### src/rtl/fetch_unit.sv
// fetch_unit: instruction prefetch unit with a DEPTH-entry FIFO.
//   Issues sequential word-aligned fetches to instruction memory and buffers
//   each returned word with its address until decode consumes it.
//   A redirect flushes the FIFO and restarts fetch at the new address.
//
// Ports:
//   clk, reset             - clock; synchronous active-high reset
//   imem_req, imem_addr    - fetch request / word-aligned address
//   imem_ack, imem_rdata   - same-cycle accept and instruction data
//   redirect, redirect_pc  - flush and restart fetch at redirect_pc & ~3
//   inst_valid, inst_ready - FIFO head handshake towards decode
//   instruction, inst_pc   - FIFO head word and the address it came from
//   fetch_stalls           - only with FETCH_UNIT_PERF_CNT_EN defined:
//                            saturating count of cycles with
//                            inst_ready & !inst_valid
//
// Build option: FETCH_UNIT_PERF_CNT_EN adds the fetch_stalls counter/port.

module fetch_unit #(
  parameter int unsigned DEPTH    = 4,
  parameter logic [31:0] RESET_PC = 32'h0
) (
  input  logic        clk,
  input  logic        reset,
  output logic        imem_req,
  output logic [31:0] imem_addr,
  input  logic        imem_ack,
  input  logic [31:0] imem_rdata,
  input  logic        redirect,
  input  logic [31:0] redirect_pc,
  output logic        inst_valid,
  input  logic        inst_ready,
  output logic [31:0] instruction,
  output logic [31:0] inst_pc
`ifdef FETCH_UNIT_PERF_CNT_EN
  ,
  output logic [31:0] fetch_stalls
`endif
);

  localparam int unsigned AW       = $clog2(DEPTH);
  localparam logic [AW:0] LAST_CNT = (AW+1)'(DEPTH - 1);

  typedef enum logic [1:0] {BOOT, RUN, FULL, FLUSH} state_t;

  state_t          state, state_nxt;
  logic [31:0]     fetch_pc;
  logic [31:0]     mem_inst [DEPTH];
  logic [31:0]     mem_pc   [DEPTH];
  logic [AW-1:0]   wr_ptr, rd_ptr;
  logic [AW:0]     count;
  logic            push, pop;

  assign imem_req    = (state == RUN);
  assign imem_addr   = fetch_pc;
  assign inst_valid  = (count != '0) && (state != FLUSH);
  assign instruction = mem_inst[rd_ptr];
  assign inst_pc     = mem_pc[rd_ptr];

  // Redirect wins over both FIFO ports: acked data in that cycle is dropped.
  assign push = imem_req && imem_ack && !redirect;
  assign pop  = inst_valid && inst_ready && !redirect;

  always_comb begin
    state_nxt = state;
    if (redirect) begin
      state_nxt = FLUSH;
    end else begin
      unique case (state)
        BOOT:  state_nxt = RUN;
        RUN:   if (push && !pop && count == LAST_CNT) state_nxt = FULL;
        FULL:  if (pop) state_nxt = RUN;
        FLUSH: state_nxt = RUN;
        default: state_nxt = BOOT;
      endcase
    end
  end

  always_ff @(posedge clk) begin
    if (reset) begin
      state    <= BOOT;
      fetch_pc <= RESET_PC;
      wr_ptr   <= '0;
      rd_ptr   <= '0;
      count    <= '0;
      for (int unsigned i = 0; i < DEPTH; i++) begin
        mem_inst[i] <= '0;
        mem_pc[i]   <= '0;
      end
    end else begin
      state <= state_nxt;
      if (redirect) begin
        fetch_pc <= {redirect_pc[31:2], 2'b00};
        wr_ptr   <= '0;
        rd_ptr   <= '0;
        count    <= '0;
      end else begin
        if (push) begin
          mem_inst[wr_ptr] <= imem_rdata;
          mem_pc[wr_ptr]   <= fetch_pc;
          wr_ptr           <= wr_ptr + AW'(1);
          fetch_pc         <= fetch_pc + 32'd4;  // wraps FFFFFFFC -> 0
        end
        if (pop) begin
          rd_ptr <= rd_ptr + AW'(1);
        end
        unique case ({push, pop})
          2'b10:   count <= count + (AW+1)'(1);
          2'b01:   count <= count - (AW+1)'(1);
          default: count <= count;
        endcase
      end
    end
  end

`ifdef FETCH_UNIT_PERF_CNT_EN
  always_ff @(posedge clk) begin
    if (reset) begin
      fetch_stalls <= '0;
    end else if (inst_ready && !inst_valid && fetch_stalls != '1) begin
      fetch_stalls <= fetch_stalls + 32'd1;
    end
  end
`endif

endmodule

### config.mk
export PLATFORM = sky130hd
export DESIGN_NAME = fetch_unit
export DESIGN_NICKNAME = d
export VERILOG_FILES = /design/src/rtl/fetch_unit.sv
export SDC_FILE = /design/constraint.sdc
export NUM_CORES = 1
export LEC_CHECK = 0
export ABC_AREA = 1
export CORE_ASPECT_RATIO = 2
export CORE_MARGIN = 3
export CORE_UTILIZATION = 35
export CTS_BUF_LIST = sky130_fd_sc_hd__clkbuf_2
export DETAILED_ROUTE_END_ITERATION = 6
export HOLD_SLACK_MARGIN = 0.15
export RECOVER_POWER = 25
export SETUP_SLACK_MARGIN = 0.3
export SYNTH_ARGS = -nofsm -noshare
export SYNTH_HDL_FRONTEND = slang
export SYNTH_SLANG_ARGS = --single-unit
### constraint.sdc
create_clock -name clk -period 6.7 [get_ports clk]
set_clock_uncertainty 0.15 [all_clocks]
set_input_delay 0.67 -clock clk [delete_from_list [all_inputs] [get_ports clk]]
set_output_delay 0.67 -clock clk [all_outputs]
set_load 0.005 [all_outputs]
==> impl_metrics.yaml <==
yosys:
  yosysWarnings: 0
  netlist_instances: 1389
  synth_top_flop_cell: "edfxtp_1"
  synth_edf_count: 248
  synthTopCellsByArea: "edfxtp_1, nor2_1, dfxtp_1, o21ai_0, nand2_1"
  syn_area_um2: 13300
  synth_top_area_cell: "edfxtp_1"
  ys_seq_area_frac: 0.620
  ys_ff_latch: 289
  netlist.area_leader.share: 0.559
  synth_cell_type_count: 37
  synth_commonest_cells: "nor2_1, edfxtp_1, o21ai_0"
  synth-async-reset-ratio: 0
  yosysMostFrequentCell: "nor2_1"
  postSynthAreaPerCell_um2: 9.60
global_route:
  antenna_found_initial: 1
  grt_pass1_vias: 10690
  grt_usage: 0.188
  gr-total-overflow: 0
  grt_first_pass_wirelength_mm: 58.3
  grt_max_degree: 84
timing:
  relSlewSlack: -0.555
  rsz0062_at_grt: "false"
  hold_viol: 0
  worstMarginPinSlew_ps: 2330
  min_period_ps: 5250
  setup-tns-final_ps: 0
  fin_crit_sh: 0.784
  setup_viol: 0
  finalMaxSlewViolations: 105
  fmax_mhz: 190
  hold_slack_ps: 289
cells_and_area:
  nFillCells: 3664
  multiInputGateArea_um2: 4140
  area_delta_synth_final_pct: 19.6
  final_nets: 1627
  final_cells: 2064
  drive_above_1_share: 0.0979
  seq_area_um2: 8270
die:
  die_height_um: 282
  start_util: 0.356
  rows: 100
  ioPinCount: 167
  die_w_um: 144
  dieArea_um2: 40600
  coreArea_um2: 37400
run_status:
  status: "complete, but fails checks"
  violations: "capacitance limit, slew limit"
route:
  drt_pre_antenna_iters: 5
  postRouteAntennaNets: 0
  drt_iter0_markers: 577
  wl_per_cell_um: 18.6
  num_vias: 10688
  routed_wl_mm: 38.5
  drc: 0
  viasPerCell: 5.18
clocking:
  cts.path.max_buffers: 3
  clk-insertion-delay-late_ps: 910
  post_cts.repair.setup_buffers: 0
  cts_sinks: 289
  cts.clk_slew.worst_paths_ps: 130
  cts-root-buf: "clkbuf_2"
  htreeDepth: 3
  numCtsBuffers: 68
  cts_tree: "built"
critical_path:
  crit_type: "in2reg"
  ff2ff_path_depth: 5
  crit_path_end_kind: "flip-flop"
  worstPathRequired_ps: 6970
  r2r_start: "state[0]"
  arrival_ps: 5520
  r2r_slack_ps: 2990
  crit_start: "redirect"
  cp-start-kind: "input pin"
  path_max_fanout: 40
  r2r-end: "mem_inst[1][31]"
  setup.worst_path.end: "mem_inst[1][31]"
power:
  power_mw: 3.60
  vdd_ir_drop_max_v: 0.0000863
  powerDensity_nw_per_um2: 226
  p_leak_nw: 5.77
worst_hold_path:
  hold_class: "in2reg"
run:
  cap_violations: 3
placed_design:
  dp_cells: 1936
  gp_congestion: 0.870
  dp_hpwl_mm: 22.3
  portBuffers: 160
-- cell usage in the layout (no fill, tap or decap), drive strengths merged, types with 9 or more instances in the layout --
cell type	netlist	final
a21oi	22	22
buf	31	12
clkbuf	59	106
clkdlybuf4s50	0	158
clkinv	2	17
dfxtp	41	41
dlygate4sd3	0	9
edfxtp	248	248
inv	126	124
nand2	128	128
nand3	30	30
nand4	10	10
nor2	365	365
nor3	81	81
o21ai	154	154
o22ai	62	62
-- power breakdown --
part           leakage [nW]  total (mW)  internal [mW]  switching [mW]
sequential             2.91        2.05           2.02          0.0323
combinational          2.35       0.289          0.122           0.167
clock                 0.507        1.26          0.559           0.705
-- sequential cells by signal, summed over array words and instances (netlist names), named ones only --
signal,count
count,3
imem_addr,30
mem_inst,128
mem_pc,120
rd_ptr,2
state,2
wr_ptr,2
-- final cells by class --
cell class | instances | share of cell area
Clock buffer | 103 | 0.0323
Antenna cell | 1 | 0.000157
Sequential cell | 289 | 0.519
Tap cell | 459 | 0.0360
Timing Repair Buffer | 182 | 0.112
Clock inverter | 17 | 0.0107
Multi-Input combinational cell | 885 | 0.260
Inverter | 128 | 0.0306
-- stage by stage --
step | area [µm²] | worst slack, ps | util
after floorplan | 13300 | 308 | -
after global placement | 15300 | 2500 | 0.408
after detailed placement | 15300 | 2490 | 0.408
after CTS | 16000 | 1900 | 0.428
after global routing | 15900 | 1050 | 0.426
final | 15900 | 1450 | 0.426
-- critical path, cell delays in order --
cell and delay (ps):
dlygate4sd3_1 530, clkbuf_1 680, inv_1 1100, nand2_1 470, o21ai_0 330, clkbuf_1 1690
-- kinds of logic (layout without fill, tap and decap cells) --
logic type / Yosys count / after routing / share of synthesized area
adders and majority gates: 4 / 4 / 0.00432
DFF: 289 / 289 / 0.620
and+or+nand+nor: 621 / 621 / 0.201
other: 1 / 5 / 0.000281
buffers and inverters: 218 / 430 / 0.0688
AOI/OAI and AO/OA: 256 / 256 / 0.105
-- routing by layer --
layer / routed length, µm / track usage
met2: 20800 / 0.348
met1: 14300 / 0.208
met3: 1940 / 0.0307
met4: 1350 / 0.0846
met5: 0 / 0
-- how the worst min path moves through the flow --
stage          cells after the start  slack (ps)              to             from
6_report                           3         290    imem_addr[5]   redirect_pc[5]
3_3_place_gp                       2         340       flip-flop        rd_ptr[1]
4_1_cts                            5         160   imem_addr[15]  redirect_pc[15]
2_1_floorplan                      2         320        count[0]         count[0]
3_5_place_dp                       2         350       flip-flop        rd_ptr[1]
5_1_grt                            3         240  mem_inst[0][0]    imem_rdata[0]
-- repair_timing --
item	CTS	global route
gates resized for setup	0	0
setup endpoints to repair	0	0
hold buffers	7	0
hold endpoints to repair	8	0
No activity file was read; power rests on OpenSTA's default activity.
